## src/rtl/writeback_unit_pkg.sv

```systemverilog
// Shared types for the writeback slice: register ids, the register-file
// write port bundle, load funct3 encodings and the load queue entry.
package writeback_unit_pkg;

    localparam int XLEN = 32;

    typedef logic [4:0] rv_reg_t;

    typedef struct packed {
        logic            enable;
        rv_reg_t         which_register;
        logic [XLEN-1:0] value;
    } reg_write_control_t;

    localparam logic [2:0] FUNCT3_LB  = 3'b000;
    localparam logic [2:0] FUNCT3_LH  = 3'b001;
    localparam logic [2:0] FUNCT3_LW  = 3'b010;
    localparam logic [2:0] FUNCT3_LBU = 3'b100;
    localparam logic [2:0] FUNCT3_LHU = 3'b101;

    typedef struct packed {
        rv_reg_t    rd;
        logic [2:0] funct3;
        logic [1:0] offset;
        logic       writes_rd;
    } load_q_entry_t;

endpackage

```

## src/rtl/writeback_unit_load_extend.sv

```systemverilog
// Combinational load data select/extend: picks byte or halfword from an
// aligned word by offset and sign/zero-extends per funct3.
// Ports: funct3, offset, data in; value out.
module load_extend
    import writeback_unit_pkg::*;
(
    input  logic [2:0]      funct3,
    input  logic [1:0]      offset,
    input  logic [XLEN-1:0] data,
    output logic [XLEN-1:0] value
);

    logic [7:0]  byte_sel;
    logic [15:0] half_sel;

    always_comb begin
        byte_sel = data[{offset, 3'b000} +: 8];
        // offset[0] is ignored for halfwords
        half_sel = offset[1] ? data[31:16] : data[15:0];
        case (funct3)
            FUNCT3_LB:  value = {{24{byte_sel[7]}}, byte_sel};
            FUNCT3_LH:  value = {{16{half_sel[15]}}, half_sel};
            FUNCT3_LBU: value = {24'b0, byte_sel};
            FUNCT3_LHU: value = {16'b0, half_sel};
            default:    value = data;
        endcase
    end

endmodule

```

## src/rtl/writeback_unit.sv

```systemverilog
// Serialises execute results and in-order load responses onto the single
// register-file write port; tracks outstanding loads and flags RAW hazards.
// Ports: exec_* retire handshake, mem_resp_* load data, write_control out,
// query_rs1/2 + hazard for decode, load_q_full, sticky resp_error.
module writeback_unit
    import writeback_unit_pkg::*;
#(
    parameter int LOAD_Q_DEPTH = 4
) (
    input  logic               clock,
    input  logic               reset,
    input  logic               exec_valid,
    output logic               exec_ready,
    input  rv_reg_t            exec_rd,
    input  logic               exec_writes_rd,
    input  logic               exec_is_load,
    input  logic [2:0]         exec_load_funct3,
    input  logic [1:0]         exec_load_offset,
    input  logic [XLEN-1:0]    exec_value,
    input  logic               mem_resp_valid,
    input  logic [XLEN-1:0]    mem_resp_data,
    output reg_write_control_t write_control,
    input  rv_reg_t            query_rs1,
    input  rv_reg_t            query_rs2,
    output logic               hazard,
    output logic               load_q_full,
    output logic               resp_error
);

    localparam int PTR_W = $clog2(LOAD_Q_DEPTH);
    localparam int CNT_W = PTR_W + 1;

    load_q_entry_t     q_mem [LOAD_Q_DEPTH];
    logic [PTR_W-1:0]  head;
    logic [PTR_W-1:0]  tail;
    logic [CNT_W-1:0]  count;

    logic              skid_valid;
    rv_reg_t           skid_rd;
    logic [XLEN-1:0]   skid_value;

    logic              accept;
    logic              enq;
    logic              pop;
    logic              exec_write;
    logic              skid_set;
    logic              skid_clear;
    load_q_entry_t     head_entry;
    logic [XLEN-1:0]   load_value;
    reg_write_control_t wc_next;

    logic              hit1;
    logic              hit2;
    logic [PTR_W-1:0]  age;

    assign load_q_full = (count == CNT_W'(LOAD_Q_DEPTH));
    // Full blocks loads even when a pop lands in the same cycle
    assign exec_ready  = !skid_valid && !(exec_is_load && load_q_full);
    assign accept      = exec_valid && exec_ready;
    assign enq         = accept && exec_is_load;
    assign exec_write  = accept && !exec_is_load && exec_writes_rd
                         && (exec_rd != '0);
    assign pop         = mem_resp_valid && (count != '0);
    assign head_entry  = q_mem[head];

    load_extend u_load_extend (
        .funct3 (head_entry.funct3),
        .offset (head_entry.offset),
        .data   (mem_resp_data),
        .value  (load_value)
    );

    always_comb begin
        wc_next = '0;
        priority case (1'b1)
            pop: begin
                if (head_entry.writes_rd && head_entry.rd != '0)
                    wc_next = '{1'b1, head_entry.rd, load_value};
            end
            skid_valid: wc_next = '{1'b1, skid_rd, skid_value};
            exec_write: wc_next = '{1'b1, exec_rd, exec_value};
            default: ;
        endcase
    end

    // skid_valid and exec_write never coexist: exec_ready is low then
    assign skid_set   = exec_write && pop;
    assign skid_clear = skid_valid && !pop;

    always_ff @(posedge clock) begin
        if (enq)
            q_mem[tail] <= '{exec_rd, exec_load_funct3,
                             exec_load_offset, exec_writes_rd};
    end

    always_ff @(posedge clock) begin
        if (reset) begin
            head          <= '0;
            tail          <= '0;
            count         <= '0;
            skid_valid    <= 1'b0;
            skid_rd       <= '0;
            skid_value    <= '0;
            write_control <= '0;
            resp_error    <= 1'b0;
        end else begin
            write_control <= wc_next;
            if (enq)
                tail <= tail + 1'b1;
            if (pop)
                head <= head + 1'b1;
            case ({enq, pop})
                2'b10:   count <= count + 1'b1;
                2'b01:   count <= count - 1'b1;
                default: count <= count;
            endcase
            if (skid_set) begin
                skid_valid <= 1'b1;
                skid_rd    <= exec_rd;
                skid_value <= exec_value;
            end else if (skid_clear) begin
                skid_valid <= 1'b0;
            end
            if (mem_resp_valid && count == '0)
                resp_error <= 1'b1;
        end
    end

    always_comb begin
        hit1 = 1'b0;
        hit2 = 1'b0;
        age  = '0;
        for (int i = 0; i < LOAD_Q_DEPTH; i++) begin
            // slot i is live when its distance from head is below count
            age = PTR_W'(i) - head;
            if ({1'b0, age} < count && q_mem[i].writes_rd) begin
                if (q_mem[i].rd == query_rs1) hit1 = 1'b1;
                if (q_mem[i].rd == query_rs2) hit2 = 1'b1;
            end
        end
        if (skid_valid && skid_rd == query_rs1) hit1 = 1'b1;
        if (skid_valid && skid_rd == query_rs2) hit2 = 1'b1;
        if (write_control.enable) begin
            if (write_control.which_register == query_rs1) hit1 = 1'b1;
            if (write_control.which_register == query_rs2) hit2 = 1'b1;
        end
    end

    assign hazard = (query_rs1 != '0 && hit1) || (query_rs2 != '0 && hit2);

endmodule

```

## config.mk

```make
export PLATFORM = sky130hd
export DESIGN_NAME = writeback_unit
export DESIGN_NICKNAME = d
export VERILOG_FILES = /design/src/rtl/writeback_unit_pkg.sv /design/src/rtl/writeback_unit_load_extend.sv /design/src/rtl/writeback_unit.sv
export SDC_FILE = /design/constraint.sdc
export NUM_CORES = 1
export LEC_CHECK = 0
export BUFFER_PORTS_ARGS = -buffer_cell sky130_fd_sc_hd__buf_2
export CORE_UTILIZATION = 45
export DETAILED_ROUTE_END_ITERATION = 16
export GPL_TIMING_DRIVEN = 0
export PLACE_DENSITY = 0.71
export SYNTH_ARGS = -nofsm -noshare
export SYNTH_HDL_FRONTEND = slang
export SYNTH_SLANG_ARGS = --single-unit
```

## constraint.sdc

```tcl
create_clock -name clock -period 3.13 [get_ports clock]
set_input_delay 0.626 -clock clock [delete_from_list [all_inputs] [get_ports clock]]
set_output_delay 0.626 -clock clock [all_outputs]
set_load 0.005 [all_outputs]
```

==> results of run 1 <==
## how the worst min path moves through the flow
| stage | to | slack, ps | cells past startpoint | start |
|---|---|---|---|---|
| final | q_mem[0][4] | 420 | 1 | exec_load_funct3[1] |
| after global routing | q_mem[0][5] | 410 | 1 | exec_load_funct3[2] |
| after CTS | q_mem[3][5] | 420 | 1 | exec_load_funct3[2] |
| after detailed placement | skid_value[3] | 450 | 2 | skid_value[3] |
| after global placement | skid_value[30] | 440 | 2 | skid_value[30] |
| after floorplan | skid_value[0] | 440 | 2 | skid_value[0] |
## through the flow
stage,setup TNS [ps],utilization,area [um2]
2_1_floorplan,0,-,6391
3_3_place_gp,0,0.5199,7217
3_5_place_dp,0,0.5199,7217
4_1_cts,-63.36,0.5685,7891
5_1_grt,-119.6,0.5689,7896
6_report,-42.34,0.5690,7899
## state kept, by name (all words and copies together), names as in the netlist, named ones only
| register | cells |
|---|---|
| count | 3 |
| head | 2 |
| q_mem | 44 |
| resp_error | 1 |
| skid_rd | 5 |
| skid_valid | 1 |
| skid_value | 32 |
| tail | 2 |
| write_control | 38 |
## layout make-up
type / count / area [um2]
clock buffer: 19 / 475.5
inverter: 15 / 58.81
fill: 1221 / 5982
tap: 180 / 225.2
multi-input combinational: 457 / 3142
sequential: 130 / 3047
antenna: 1 / 2.502
clock inverter: 13 / 136.4
timing repair buffer: 123 / 623.1
buffer: 43 / 188.9
## power by group
part	switching [W]	internal [W]
Clock	0.000830	0.00122
Sequential	0.000110	0.00188
Combinational	0.000812	0.000592
## cells by family (layout without fill, tap and decap cells)
| group | count (synthesis) | after routing |
|---|---|---|
| AOI/OAI and AO/OA | 151 | 151 |
| xor gates and xnor gates | 66 | 66 |
| adders and majority gates | 10 | 10 |
| buffers and inverters | 60 | 213 |
| DFF | 130 | 130 |
| muxes | 21 | 21 |
| other | 0 | 1 |
| and+or+nand+nor | 209 | 209 |
## critical path, delay by kind of cell, from the launching register on
kind	cells	cell delay (ps)
compound gates	4	980
flops	1	350
fa+ha+maj	1	270
buf+inv	2	220
xor+xnor	1	200
simple gates	1	90
## placed cells by master, fill, tap and decap left out, types with 4 or more instances in the layout
cell type,n
xnor2_1,29
mux2i_1,6
edfxtp_1,44
o22ai_1,29
dfxtp_1,83
inv_6,5
mux4_2,9
o21ai_0,4
and2_1,8
nor2_1,35
o221ai_1,8
clkbuf_16,19
inv_1,13
nor2b_1,24
nor4_1,6
a22oi_1,39
a21oi_1,45
ha_1,8
a31oi_1,6
o22ai_2,10
nand2_1,93
xor2_1,37
clkbuf_1,36
nor3_1,10
buf_2,123
nand3_1,18
## layer usage
| metal | wire [um] | vias to the layer above | track usage |
|---|---|---|---|
| li1 | - | 2614 | - |
| met1 | 8458 | 2744 | 0.3846 |
| met2 | 8986 | 265 | 0.4121 |
| met3 | 1571 | 31 | 0.06015 |
| met4 | 354 | 0 | 0.07948 |
| met5 | 0 | - | 0 |
## timing repair
item / in CTS / in global routing
gates resized for setup: 11 / 2
setup endpoints to repair: 1 / 2
buffers inserted: 3 / 0
pin swaps: 5 / 1
==> impl_metrics.json, run 1 <==
{
  "status": "finished, violations left",
  "violations": "negative setup slack",
  "clockRootBuffer": "clkbuf_16",
  "cp-start-kind": "flip-flop",
  "end_kind": "output pin",
  "syn_nets": 747,
  "fp.dieH_um": 121.2,
  "drt-total-wl_um": 19370,
  "cp-startpoint": "head[0]",
  "synthSimpleGateAreaFrac": 0.1498,
  "finalHoldViolCount": 0,
  "cap_violations": 0,
  "max_freq_mhz": 315.2,
  "post-route-period-util": 1.014,
  "via_per_inst": 5.764,
  "place_ws_ps": 134.2,
  "ctsHoldBuffers": 0,
  "synth-edff-count": 44,
  "muxShareOfSynthArea": 0.05873,
  "max_stage_delay_ps": 420,
  "fin_nets": 887,
  "drt_iter0_drc": 631,
  "worstSetupPathType": "reg2out",
  "r2r_end": "count[2]",
  "peakVddDrop_mv": 0.4483,
  "relSlewSlack": 0.3506,
  "num_io_pins": 132,
  "synth-compound-area-share": 0.1646,
  "syn_to_final_growth_pct": 23.59,
  "gp_congestion": 0.9410,
  "synth.most_common_cell": "nand2_1",
  "synth.area.top_cells": "dfxtp_1, edfxtp_1, nand2_1",
  "synth_top_area_cell": "dfxtp_1",
  "dieArea_mm2": 0.01468,
  "power.density_mw_per_mm2": 688.7,
  "cts.sinks": 130,
  "coreArea_mm2": 0.01388,
  "synth_adder_area_share": 0.02075,
  "first_global_vias": 5352,
  "synth_top_cell_area_share": 0.2694,
  "drc_errors": 0,
  "synth_ff_type": "dfxtp_1",
  "worstRegToRegCells": 10,
  "ys_seq_area_frac": 0.4761,
  "endpoint": "hazard",
  "stdcell_count": 981,
  "synthCells": 647,
  "place.port_buffers": 120,
  "antenna_found_initial": 0,
  "synth_xor_area_frac": 0.09045,
  "r2r_start": "count[2]",
  "rsz0062_at_grt": "yes",
  "ys.warnings.count": 0,
  "cts_tree": "done",
  "dp_cells": 947,
  "vias": 5654,
  "hold_ws_ps": 422.2,
  "crit_path_max_fanout": 6,
  "power_w": 0.005440,
  "fp.dieW_um": 121.2,
  "ys_async_sr_fraction": 0,
  "grt_usage": 0.2710,
  "ys_ff_latch": 130,
  "layout_setup_ws_ps": -42.34,
  "cts_made_buffers": 17,
  "synth_common_cells": "nand2_1, dfxtp_1, a21oi_1",
  "r2r_slack_ps": 360,
  "setup_viol": 1,
  "power.leakage_nw": 2.990,
  "drive_gt1_frac": 0.2450,
  "grt_start_max_net_pins": 17,
  "insertion_delay_ps": 430,
  "ys_types": 45,
  "first_pass_iters": 5,
  "start_util": 0.4604,
  "synth_top_family_by_area": "compound AO/OA/AOI/OAI gates",
  "row_count": 43,
  "clk_pin_slew_ps": 60,
  "h-tree-depth": 4,
  "crit_slowest_cell": "o41ai_2",
  "fin_crit_ps": 3172,
  "hold_class": "in2reg",
  "grt_pass1_wl_um": 29360,
  "clockBufferDepth": 2,
  "finalClockSkew_ps": 8.071,
  "worst-slew-pin-transition_ps": 966.7,
  "synthesis.area_mm2": 0.006391,
  "grt-ovfl-total": 0,
  "required_ps": 2500,
  "slew_violations": 0,
  "hpwl_um": 14650,
  "ant_nets": 0,
  "routedWlPerCell_um": 19.75,
  "cp.arrival_ps": 2550,
  "syn_area_per_cell_um2": 9.878,
  "crit_chain": "xnor2_1 -> inv_1 -> ha_1 -> a21oi_1 -> o21ai_0 -> o41ai_2 -> nor3_1 -> o22ai_1 -> buf_2"
}
(Power assumes the default switching activity.)
==> inputs of run 2 (changes only) <==
- SETUP_SLACK_MARGIN: unset -> 0.2
==> impl_metrics.json, run 2 (same netlist as run 1, synthesis figures left out) <==
{
  "status": "finished, violations left",
  "violations": "negative setup slack",
  "fin_nets": 889,
  "drt-total-wl_um": 19330,
  "cap_violations": 0,
  "crit_slowest_cell": "or4_4",
  "gp_congestion": 0.9410,
  "crit_buf_inv": 2,
  "first_global_vias": 5353,
  "layout_common_cells": "buf_2, nand2_1, dfxtp_1",
  "cts.sinks": 130,
  "setup_viol": 1,
  "fp.dieH_um": 121.2,
  "hpwl_um": 14650,
  "start_util": 0.4604,
  "first_pass_iters": 6,
  "top_register": "q_mem",
  "finalClockSkew_ps": 8.794,
  "final.setup.tns_ps": -24.00,
  "max_freq_mhz": 317.1,
  "largest_reg_flops": 44,
  "layout_setup_ws_ps": -24.00,
  "via_per_inst": 5.779,
  "dp_cells": 947,
  "clk_pin_slew_ps": 60,
  "finalHoldViolCount": 0,
  "antenna_found_initial": 0,
  "place.port_buffers": 120,
  "rsz0062_at_grt": "yes",
  "vias": 5681,
  "layout_commonest_cell": "buf_2",
  "drc_errors": 0,
  "grt_usage": 0.2708,
  "clockRootBuffer": "clkbuf_16",
  "met2_usage": 0.4121,
  "end_kind": "output pin",
  "post-route-period-util": 1.008,
  "hold_class": "in2reg",
  "required_ps": 2500,
  "drt_iter0_drc": 531,
  "grtUsageMet1": 0.3840,
  "fin_crit_ps": 3154,
  "grt_start_max_net_pins": 17,
  "reg_top3": "q_mem x44, write_control x38, skid_value x32",
  "max_stage_delay_ps": 530,
  "coreArea_mm2": 0.01388,
  "fp.dieW_um": 121.2,
  "hold_ws_ps": 427.4,
  "cp-start-kind": "flip-flop",
  "syn_to_final_growth_pct": 23.88,
  "cts_made_buffers": 17,
  "dieArea_mm2": 0.01468,
  "clockBufferDepth": 2,
  "worst-slew-pin-transition_ps": 960.4,
  "slew_violations": 0,
  "peakVddDrop_mv": 0.4406,
  "ctsHoldBuffers": 0,
  "place_ws_ps": 134.2,
  "num_io_pins": 132,
  "top_usage_layer": "met2",
  "stdcell_count": 983,
  "cp.arrival_ps": 2530,
  "power.leakage_nw": 3.003,
  "cts_tree": "done",
  "ant_nets": 0,
  "routedWlPerCell_um": 19.66,
  "power.density_mw_per_mm2": 688.7,
  "cpLargestDelayFamily": "simple AND/OR/NAND/NOR gates",
  "h-tree-depth": 4,
  "met3_usage": 0.06015,
  "final_core_util": 0.5704,
  "row_count": 43,
  "grt_pass1_wl_um": 29330,
  "insertion_delay_ps": 420,
  "worstSetupPathType": "reg2out",
  "relSlewSlack": 0.3548,
  "drive_gt1_frac": 0.2494,
  "grt-ovfl-total": 0,
  "n_fill_cell": 1218,
  "crit_chain": "inv_4 -> ha_4 -> nor2b_4 -> a221o_1 -> or4_4 -> o41ai_2 -> nor3_1 -> o22ai_1 -> buf_2",
  "crit_path_max_fanout": 2
}
run 2: where the power goes:
group	switching, W	internal (W)
Clock	0.000823	0.00122
Combinational	0.000830	0.000603
Sequential	0.000100	0.00188
Total	0.00175	0.00370
run 2: cell type report:
type	instances	area (um2)	area share
Antenna cell	1	2.502	0.0003161
Buffer	45	198.9	0.02513
Clock buffer	19	475.5	0.06005
Clock inverter	13	136.4	0.01723
Inverter	15	58.81	0.007427
Multi-Input combinational cell	457	3149	0.3978
Sequential cell	130	3048	0.3850
Tap cell	180	225.2	0.02845
Timing Repair Buffer	123	623.1	0.07870
run 2: worst paths after layout:
path / end / startpoint / slack [ps] / depth (start not counted)
max: hazard / count[1] / -20 / 9
min: q_mem[0][4] / exec_load_funct3[1] / 430 / 1
min reg2reg: skid_value[13] / skid_value[13] / 460 / 2
max reg2reg: count[2] / count[1] / 400 / 12
run 2: timing repair:
| item | CTS | global route |
|---|---|---|
| setup buffers | 3 | 0 |
| gates cloned | 0 | 0 |
| pin swaps | 5 | 1 |
| gates resized for setup | 14 | 4 |
| setup endpoints to repair | 2 | 2 |
run 2: per-stage QoR:
step                total power (W)  area (um2)
floorplan                  0.002913        6391
global placement           0.003311        7217
detailed placement         0.003347        7217
CTS                        0.005445        7901
global route               0.005693        7915
finish                     0.005453        7918
run 2: metal layers:
metal | wire length [um] | vias up
met4 | 357 | 0
met2 | 8942 | 289
met5 | 0 | -
met3 | 1591 | 32
met1 | 8438 | 2740
li1 | - | 2620
